**config.mk**
```make
export PLATFORM = sky130hd
export DESIGN_NAME = spi_status_tx
export DESIGN_NICKNAME = d
export VERILOG_FILES = /design/src/rtl/spi_status_pkg.sv /design/src/rtl/sync_edge.sv /design/src/rtl/spi_status_tx.sv
export SDC_FILE = /design/constraint.sdc
export NUM_CORES = 1
export LEC_CHECK = 0
export CORE_UTILIZATION = 55
export CTS_CLUSTER_DIAMETER = 30
export DETAILED_ROUTE_END_ITERATION = 10
export GPL_TIMING_DRIVEN = 0
export PLACE_DENSITY_LB_ADDON = 0.3
export SLEW_MARGIN = 25
export SYNTH_ARGS = -nofsm -noshare
export SYNTH_HDL_FRONTEND = slang
export SYNTH_SLANG_ARGS = --single-unit
```
**constraint.sdc**
```tcl
create_clock -name clk -period 1.8 [get_ports clk]
set_input_delay 0.36 -clock clk [delete_from_list [all_inputs] [get_ports clk]]
set_output_delay 0.36 -clock clk [all_outputs]
set_load 0.05 [all_outputs]
```
**src/rtl/spi_status_pkg.sv**
```systemverilog
`default_nettype none
// ============================================================================
//  Module      : spi_status_pkg
//  Description : Shared types and constants for the SPI status transmitter.
//  Revision    : 1.0 - initial release
// ============================================================================
package spi_status_pkg;

   typedef enum logic [1:0] {
      ST_IDLE  = 2'd0,
      ST_LOAD  = 2'd1,
      ST_SHIFT = 2'd2
   } state_e;

   localparam logic [3:0] HDR_NIBBLE  = 4'hA;
   localparam logic [7:0] NO_RESULT   = 8'hFF;
   localparam logic [7:0] FILL_BYTE   = 8'h00;
   localparam int         FRAME_BYTES = 3;

   // byte_idx value while the last real byte is on the wire, and the
   // saturated value meaning "whole frame delivered, now sending filler"
   localparam logic [1:0] LAST_BYTE_IDX = 2'(FRAME_BYTES - 1);
   localparam logic [1:0] DONE_IDX      = 2'(FRAME_BYTES);

   // Byte to load once the byte at position idx has been fully shifted out
   function automatic logic [7:0] next_byte(input logic [1:0] idx,
                                            input logic [7:0] b1,
                                            input logic [7:0] b2);
      logic [7:0] nb;
      nb = FILL_BYTE;
      case (idx)
         2'd0:    nb = b1;
         2'd1:    nb = b2;
         default: nb = FILL_BYTE;
      endcase
      return nb;
   endfunction

endpackage
`default_nettype wire

```
**src/rtl/sync_edge.sv**
```systemverilog
`default_nettype none
// ============================================================================
//  Module      : sync_edge
//  Description : Multi-flop synchronizer plus history flop producing the
//                synchronized level and single-cycle rise/fall strobes.
//  Revision    : 1.0 - initial release
// ============================================================================
module sync_edge #(
   parameter int   SYNC_STAGES = 2,
   parameter logic RESET_VAL   = 1'b0
) (
   input  logic clk,
   input  logic rst,
   input  logic d_i,
   output logic level_o,
   output logic rise_o,
   output logic fall_o
);

   logic [SYNC_STAGES-1:0] sync_q;
   logic                   hist_q;

   // Synchronizer chain and one-cycle history; reset to the line's idle level
   // so that leaving reset never looks like an edge
   always_ff @(posedge clk or posedge rst) begin
      if (rst) begin
         sync_q <= {SYNC_STAGES{RESET_VAL}};
         hist_q <= RESET_VAL;
      end else begin
         sync_q <= {sync_q[SYNC_STAGES-2:0], d_i};
         hist_q <= sync_q[SYNC_STAGES-1];
      end
   end

   assign level_o = sync_q[SYNC_STAGES-1];
   assign rise_o  =  level_o & ~hist_q;
   assign fall_o  = ~level_o &  hist_q;

endmodule
`default_nettype wire

```
**src/rtl/spi_status_tx.sv**
```systemverilog
`default_nettype none
// ============================================================================
//  Module      : spi_status_tx
//  Description : SPI mode-0 slave MISO transmitter. Snapshots status and
//                classification result on chip-select and shifts out a
//                3-byte frame {A,status} / result / xor, then filler.
//  Revision    : 1.0 - initial release
// ============================================================================
module spi_status_tx
   import spi_status_pkg::*;
#(
   parameter int SYNC_STAGES = 2,
   parameter int RESULT_W    = 4
) (
   input  logic                clk,
   input  logic                rst,
   input  logic                sclk_i,
   input  logic                cs_n_i,
   output logic                miso_o,
   output logic                miso_oe_o,
   input  logic [3:0]          status_code_i,
   input  logic                result_ready_i,
   input  logic [RESULT_W-1:0] result_class_i,
   output logic                frame_active_o,
   output logic                tx_done_o,
   output logic                result_ack_o,
   output logic                frame_abort_o
);

   logic w_sclk_level, w_sclk_rise, w_sclk_fall;
   logic w_cs_level, w_cs_rise, w_cs_fall;
   logic w_unused;

   sync_edge #(.SYNC_STAGES(SYNC_STAGES), .RESET_VAL(1'b0)) u_sync_sclk (
      .clk     (clk),
      .rst     (rst),
      .d_i     (sclk_i),
      .level_o (w_sclk_level),
      .rise_o  (w_sclk_rise),
      .fall_o  (w_sclk_fall)
   );

   sync_edge #(.SYNC_STAGES(SYNC_STAGES), .RESET_VAL(1'b1)) u_sync_cs (
      .clk     (clk),
      .rst     (rst),
      .d_i     (cs_n_i),
      .level_o (w_cs_level),
      .rise_o  (w_cs_rise),
      .fall_o  (w_cs_fall)
   );

   // Only the strobes we act on are needed; levels and sclk rise are spare
   assign w_unused = ^{w_sclk_level, w_sclk_rise, w_cs_level};

   state_e     state_q, state_d;
   logic [7:0] shift_q, shift_d;
   logic [2:0] bit_cnt_q, bit_cnt_d;
   logic [1:0] byte_idx_q, byte_idx_d;
   logic [7:0] b1_q, b1_d;
   logic [7:0] b2_q, b2_d;
   logic       ack_pend_q, ack_pend_d;
   logic       miso_q, miso_d;
   logic       oe_q, oe_d;
   logic       active_q, active_d;
   logic       tx_done_q, tx_done_d;
   logic       ack_q, ack_d;
   logic       abort_q, abort_d;

   logic [7:0] w_b0;
   logic [7:0] w_b1;

   assign w_b0 = {HDR_NIBBLE, status_code_i};
   assign w_b1 = result_ready_i ? 8'(result_class_i) : NO_RESULT;

   // State, snapshot and registered-output flops
   always_ff @(posedge clk or posedge rst) begin
      if (rst) begin
         state_q    <= ST_IDLE;
         shift_q    <= 8'h00;
         bit_cnt_q  <= 3'd0;
         byte_idx_q <= 2'd0;
         b1_q       <= 8'h00;
         b2_q       <= 8'h00;
         ack_pend_q <= 1'b0;
         miso_q     <= 1'b0;
         oe_q       <= 1'b0;
         active_q   <= 1'b0;
         tx_done_q  <= 1'b0;
         ack_q      <= 1'b0;
         abort_q    <= 1'b0;
      end else begin
         state_q    <= state_d;
         shift_q    <= shift_d;
         bit_cnt_q  <= bit_cnt_d;
         byte_idx_q <= byte_idx_d;
         b1_q       <= b1_d;
         b2_q       <= b2_d;
         ack_pend_q <= ack_pend_d;
         miso_q     <= miso_d;
         oe_q       <= oe_d;
         active_q   <= active_d;
         tx_done_q  <= tx_done_d;
         ack_q      <= ack_d;
         abort_q    <= abort_d;
      end
   end

   // Next-state logic; outputs are derived from the next state so they flop
   // in the same cycle the state changes
   always_comb begin
      state_d    = state_q;
      shift_d    = shift_q;
      bit_cnt_d  = bit_cnt_q;
      byte_idx_d = byte_idx_q;
      b1_d       = b1_q;
      b2_d       = b2_q;
      ack_pend_d = ack_pend_q;
      tx_done_d  = 1'b0;
      ack_d      = 1'b0;
      abort_d    = 1'b0;

      case (state_q)
         ST_IDLE: begin
            bit_cnt_d  = 3'd0;
            byte_idx_d = 2'd0;
            if (w_cs_fall) begin
               state_d = ST_LOAD;
            end
         end

         ST_LOAD: begin
            if (w_cs_rise) begin
               state_d = ST_IDLE;
               abort_d = 1'b1;
            end else begin
               b1_d       = w_b1;
               b2_d       = w_b0 ^ w_b1;
               ack_pend_d = result_ready_i;
               shift_d    = w_b0;
               bit_cnt_d  = 3'd0;
               byte_idx_d = 2'd0;
               state_d    = ST_SHIFT;
            end
         end

         ST_SHIFT: begin
            // Chip-select release takes priority over a coincident sclk edge
            if (w_cs_rise) begin
               state_d = ST_IDLE;
               abort_d = (byte_idx_q != DONE_IDX);
            end else if (w_sclk_fall) begin
               if (bit_cnt_q == 3'd7) begin
                  shift_d    = next_byte(byte_idx_q, b1_q, b2_q);
                  bit_cnt_d  = 3'd0;
                  byte_idx_d = (byte_idx_q == DONE_IDX) ? DONE_IDX
                                                        : byte_idx_q + 2'd1;
                  if (byte_idx_q == LAST_BYTE_IDX) begin
                     tx_done_d = 1'b1;
                     ack_d     = ack_pend_q;
                  end
               end else begin
                  shift_d   = {shift_q[6:0], 1'b0};
                  bit_cnt_d = bit_cnt_q + 3'd1;
               end
            end
         end

         default: begin
            state_d = ST_IDLE;
         end
      endcase

      miso_d   = (state_d == ST_SHIFT) ? shift_d[7] : 1'b0;
      oe_d     = (state_d == ST_SHIFT);
      active_d = (state_d != ST_IDLE);
   end

   assign miso_o         = miso_q;
   assign miso_oe_o      = oe_q;
   assign frame_active_o = active_q;
   assign tx_done_o      = tx_done_q;
   assign result_ack_o   = ack_q;
   assign frame_abort_o  = abort_q;

endmodule
`default_nettype wire

```
# Word level (Yosys, flattened, before mapping)
# Index checks and enable logic that the tools add are counted.
# op_classes
n_reduce_logical	9
n_eq_ne	12
n_bitwise	8
add_sub_neg	2
n_mux	36
# op_table
op	n
two-way mux 8 bit	5
case mux 8 bit (2 select lines)	2
two-way mux 2 bit	8
two-way mux 1 bit	13
two-way mux 3 bit	4
case mux 2 bit (3 select lines)	2
case mux 3 bit (3 select lines)	1
== test 2 bit, second input constant	4
!= test 2 bit, second input constant	4
AND reduction 4 bit	2
bitwise XOR 8 bit	1
AND reduction 5 bit	1
== test 2 x 1 -> 1 bit, second input constant	2
logical NOT 2 bit	2
inverter 1 bit	4
nonzero test 2 bit	2
adder 3 x 1 -> 3 bit, second input constant	1
bitwise AND 1 bit	3
== test 3 bit, second input constant	1
nonzero test 3 bit	1
adder 2 x 1 -> 2 bit, second input constant	1
!= test 2 x 1 -> 1 bit, second input constant	1
case mux 1 bit (2 select lines)	1
AND reduction 2 bit	1
# totals
register_bits	44

# Longest topological paths before layout
# logic_depth
ltp_word	7
depth_mapped	6
depth_no_buf	6

# Hierarchy
# Synthesis repeated with hierarchy kept, for this count alone.
# unflattened
hier_cells	173
hier_area_um2	1783.0
# by_module_without_submodules
mod	n_inst	seq_area_each_um2	area_each_um2	cells_per_inst
spi_status_tx	1	775.7	1591.5	161
sync_edge at u_sync_cs	1	78.8	97.6	6
sync_edge at u_sync_sclk	1	75.1	93.8	6

# Worst setup path before layout
# OpenSTA, ideal clock, no wires.
# synth_timing
path_type	reg2reg
from	reg state_q[0]
to	reg miso_q (netlist: miso_o)
stages_incl_launch_ff	7
path_slack_ps	290
path_buffers	1
t_arrival_ps	1423
setup_ps	87
path_cell_list	dfrtp_1 inv_1 ha_1 buf_6 a21oi_2 o32a_4 a211oi_2
# synth_between
elab_chain_len	4
word_cells_on_any_way	9
classes_between	eq/ne: 3; mux: 5; reduce/logical: 1
# synth_lines
item	line_no	source
from (decl)	spi_status_tx.sv:55	state_e state_q, state_d;
from (signal assigned)	spi_status_tx.sv:92	state_q <= state_d;
== test 2 bit (tied with other cells)	spi_status_tx.sv:122	case (state_q)
case mux 2 bit (3 select lines)	spi_status_tx.sv:122	
== test 2 bit	spi_status_tx.sv:173	miso_d = (state_d == ST_SHIFT) ? shift_d[7] : 1'b0;
two-way mux 1 bit *	spi_status_tx.sv:173	
net miso_d	spi_status_tx.sv:62	logic miso_q, miso_d;
to (signal assigned)	spi_status_tx.sv:99	miso_q <= miso_d;
to (decl)	spi_status_tx.sv:62	
# Mark *: on every way through the listed nets, which the timed path passes. The rest lies on a longest branch.
# A chain may end at the register's enable or synchronous reset.

# Worst setup path after layout
# Ends and elaborated chain as after synthesis.

==> flow_summary.toml <==
[outcome]
status = "finished, final reports clean"

[route]
drt-total-wl_mm = 3.122
drtIter0Drc = 28
vias_per_cell = 5.439
route.detailed.drc = 0
firstDrtPassIters = 4
wire_per_inst_um = 13.17
postRouteAntennaNets = 0
vias = 1289

[logic_synthesis]
yosysUniqueCellTypes = 46
syn_area_sq_um = 1798
avgSynthCellArea_sq_um = 10.77
ys.flop_type = "dfrtp_1"
synth-async-reset-ratio_pct = 100.0
ys_warn_count = 0
synth_seq_cells = 37
synth_edf_count = 0
synth_cells = 167
ys_seq_area_share_pct = 51.70
syn_nets = 186

[worst_setup_path]
reg2reg_to = "miso_o"
cp_data_arrival_time_ns = 1.91
reg2reg_depth = 6
crit_family = "compound AO/OA/AOI/OAI gates"
slowest_delay_ns = 0.41
endpoint_kind = "flip-flop"
crit_required_ns = 2.06
crit_chain = "inv_1, ha_1, buf_6, a21oi_2, o32a_4, a211oi_2"
crit_type = "reg2reg"
crit_path_top_delay_cell = "dfrtp_1"
r2r_start = "state_q[0]"
cp-start-kind = "flip-flop"
r2r_slack_ns = 0.15
path_buf_inv = 2
critPathMaxFanout = 10

[clock_tree]
clock-sinks = 37
clockBufferDepth = 2
cts_root_buf = "clkbuf_4"
path_clk_slew_ns = 0.10
h-tree-depth = 2
hold_buffers = 0
cts_tree = "done"
clock_latency_ns = 0.35
cts-buffers-inserted = 5

[timing]
slew_viol_final = 0
holdWs_ns = 0.3636
finalSetupViolations = 0
slew_headroom_pct = 51.05
skew_ns = 0.01470
worst_slew_pin_slew_ns = 0.7331
max_freq_ghz = 0.6065
rsz0062_at_grt = "false"
final_hold_viol_count = 0
finalCritPeriodShare_pct = 91.60
fin_crit_ns = 1.649
timing.final.ws_setup_ns = 0.1512

[placement]
gp_congestion = 0.8094
numPortBuffers = 18
dp_cells = 229
dp_slack_ns = 0.06728
dp_hpwl_mm = 2.294

[power_and_ir_drop]
leakagePower_uw = 0.0009478
ir_drop_mv = 0.7374
power_density_nw_per_um2 = 1294

[floorplanning]
die_w_um = 59.18
rows = 20
core_area_sq_um = 3078
io_pins = 19
die_area_sq_um = 3502
start_util_pct = 58.41
chipHeight_um = 59.18

[global_route]
grt_start_max_net_pins = 38
grt_pass1_wl_mm = 5.278
antenna_found_initial = 0
grt_pass1_vias = 1212
grt.total_usage_pct = 21.16
grt-ovfl-total = 0

[finish]
fin_util_pct = 68.05
num_antenna_cells = 0
drive_gt1_share_pct = 15.54
nNetsFinal = 211
areaGrowthSynthToFinish_pct = 16.49
instances_no_fill = 237

[run]
drv_cap = 0

[worst_hold_path]
min_to = "u_sync_cs.sync_q[1]"
worstHoldStart = "u_sync_cs.sync_q[0]"
hold_depth = 0
hold_class = "reg2reg"
## cells in the mapped netlist, drive strengths merged, types with 2 or more instances
library cell,number,share of area (%)
xor2,4,1.9
nand2,19,4.1
nor3,3,0.83
a21oi,12,3.8
dfrtp,34,47
buf,3,1.3
and2b,2,0.97
nand2b,8,3.1
inv,9,1.9
mux2,2,1.7
o21ai,17,4.9
ha,6,4.2
mux2i,5,2.8
a22oi,5,2.1
nor2b,4,1.4
dfstp,3,4.4
nor2,12,2.6
## final cells by class
type	instances	area [sq um]
tap	44	55.05
multi-input combinational	118	820.8
fill	234	983.4
inverter	9	33.78
clock buffer	8	58.81
timing repair buffer	18	172.7
sequential	37	929.6
buffer	3	23.77
## sequential cells by signal (all words and copies together), names as in the netlist
signal and cells:
b1_q 5, b2_q 5, bit_cnt_q 3, byte_idx_q 2, frame_abort_o 1, frame_active_o 1, miso_o 1, miso_oe_o 1
result_ack_o 1, shift_q 8, state_q 2, tx_done_o 1, u_sync_cs.hist_q 1, u_sync_cs.sync_q 2, u_sync_sclk.hist_q 1, u_sync_sclk.sync_q 2
## power by group
group          internal [uW]  switching (uW)  leakage [uW]
Clock                    193             252     0.0000326
Sequential              1070             130      0.000468
Combinational            429             633      0.000447
## worst register-to-register path: stages, from the launching register on
cell	delay [ns]
dfrtp_1	0.41
inv_1	0.12
ha_1	0.31
buf_6	0.18
a21oi_2	0.04
o32a_4	0.33
a211oi_2	0.19
## metal layers
layer	part of all wire, %	up-vias	GRT usage, %
met5	0	-	0
met4	1.9	0	10.54
met3	5.0	7	7.424
met2	50	35	35.06
met1	43	609	24.29
li1	-	638	-
## stage by stage
| stage | total power [uW] | setup TNS, ns | cell area [sq um] |
|---|---|---|---|
| after floorplan | 2046 | 0 | 1798 |
| after global placement | 2261 | -4.153 | 2033 |
| after detailed placement | 2308 | 0 | 2033 |
| after CTS | 2737 | 0 | 2085 |
| after global routing | 2914 | 0 | 2095 |
| final | 2710 | 0 | 2095 |
## layout by cell type, fill, tap and decap left out, drive strengths merged, types with 4 or more instances in the layout
cell type and instances:
ha 6, nand2 19, dfrtp 34, inv 9
xor2 4, a21oi 12, clkbuf 8, mux2i 5
clkdlybuf4s50 12, nor2 12, nand2b 8, a22oi 5
dlygate4sd2 6, nor2b 4, o21ai 17
## repair_timing
action	CTS	global route
resized for setup	6	2
setup endpoints to repair	6	2
buffers inserted	0	0
## worst max-delay path by stage
stage	startpoint	endpoint	slack [ns]	cells after the start
after floorplan	state_q[0]	miso_o	0.29	6
after global placement	rst	tx_done_o	-0.12	2
after detailed placement	bit_cnt_q[0]	miso_o	0.07	6
after CTS	bit_cnt_q[0]	miso_o	0.03	6
after global routing	state_q[1]	shift_q[0]	0.04	6
final	state_q[0]	miso_o	0.15	6
## kinds of logic after synthesis
logic type / Yosys count / share of synthesized area [%]
and+or+nand+nor: 53 / 14.82
xor gates and xnor gates: 4 / 1.948
buffers and inverters: 12 / 3.201
DFF: 37 / 51.71
adders and majority gates: 6 / 4.175
AOI/OAI and AO/OA: 48 / 19.70
muxes: 7 / 4.454
No activity file was read; power rests on OpenSTA's default activity.
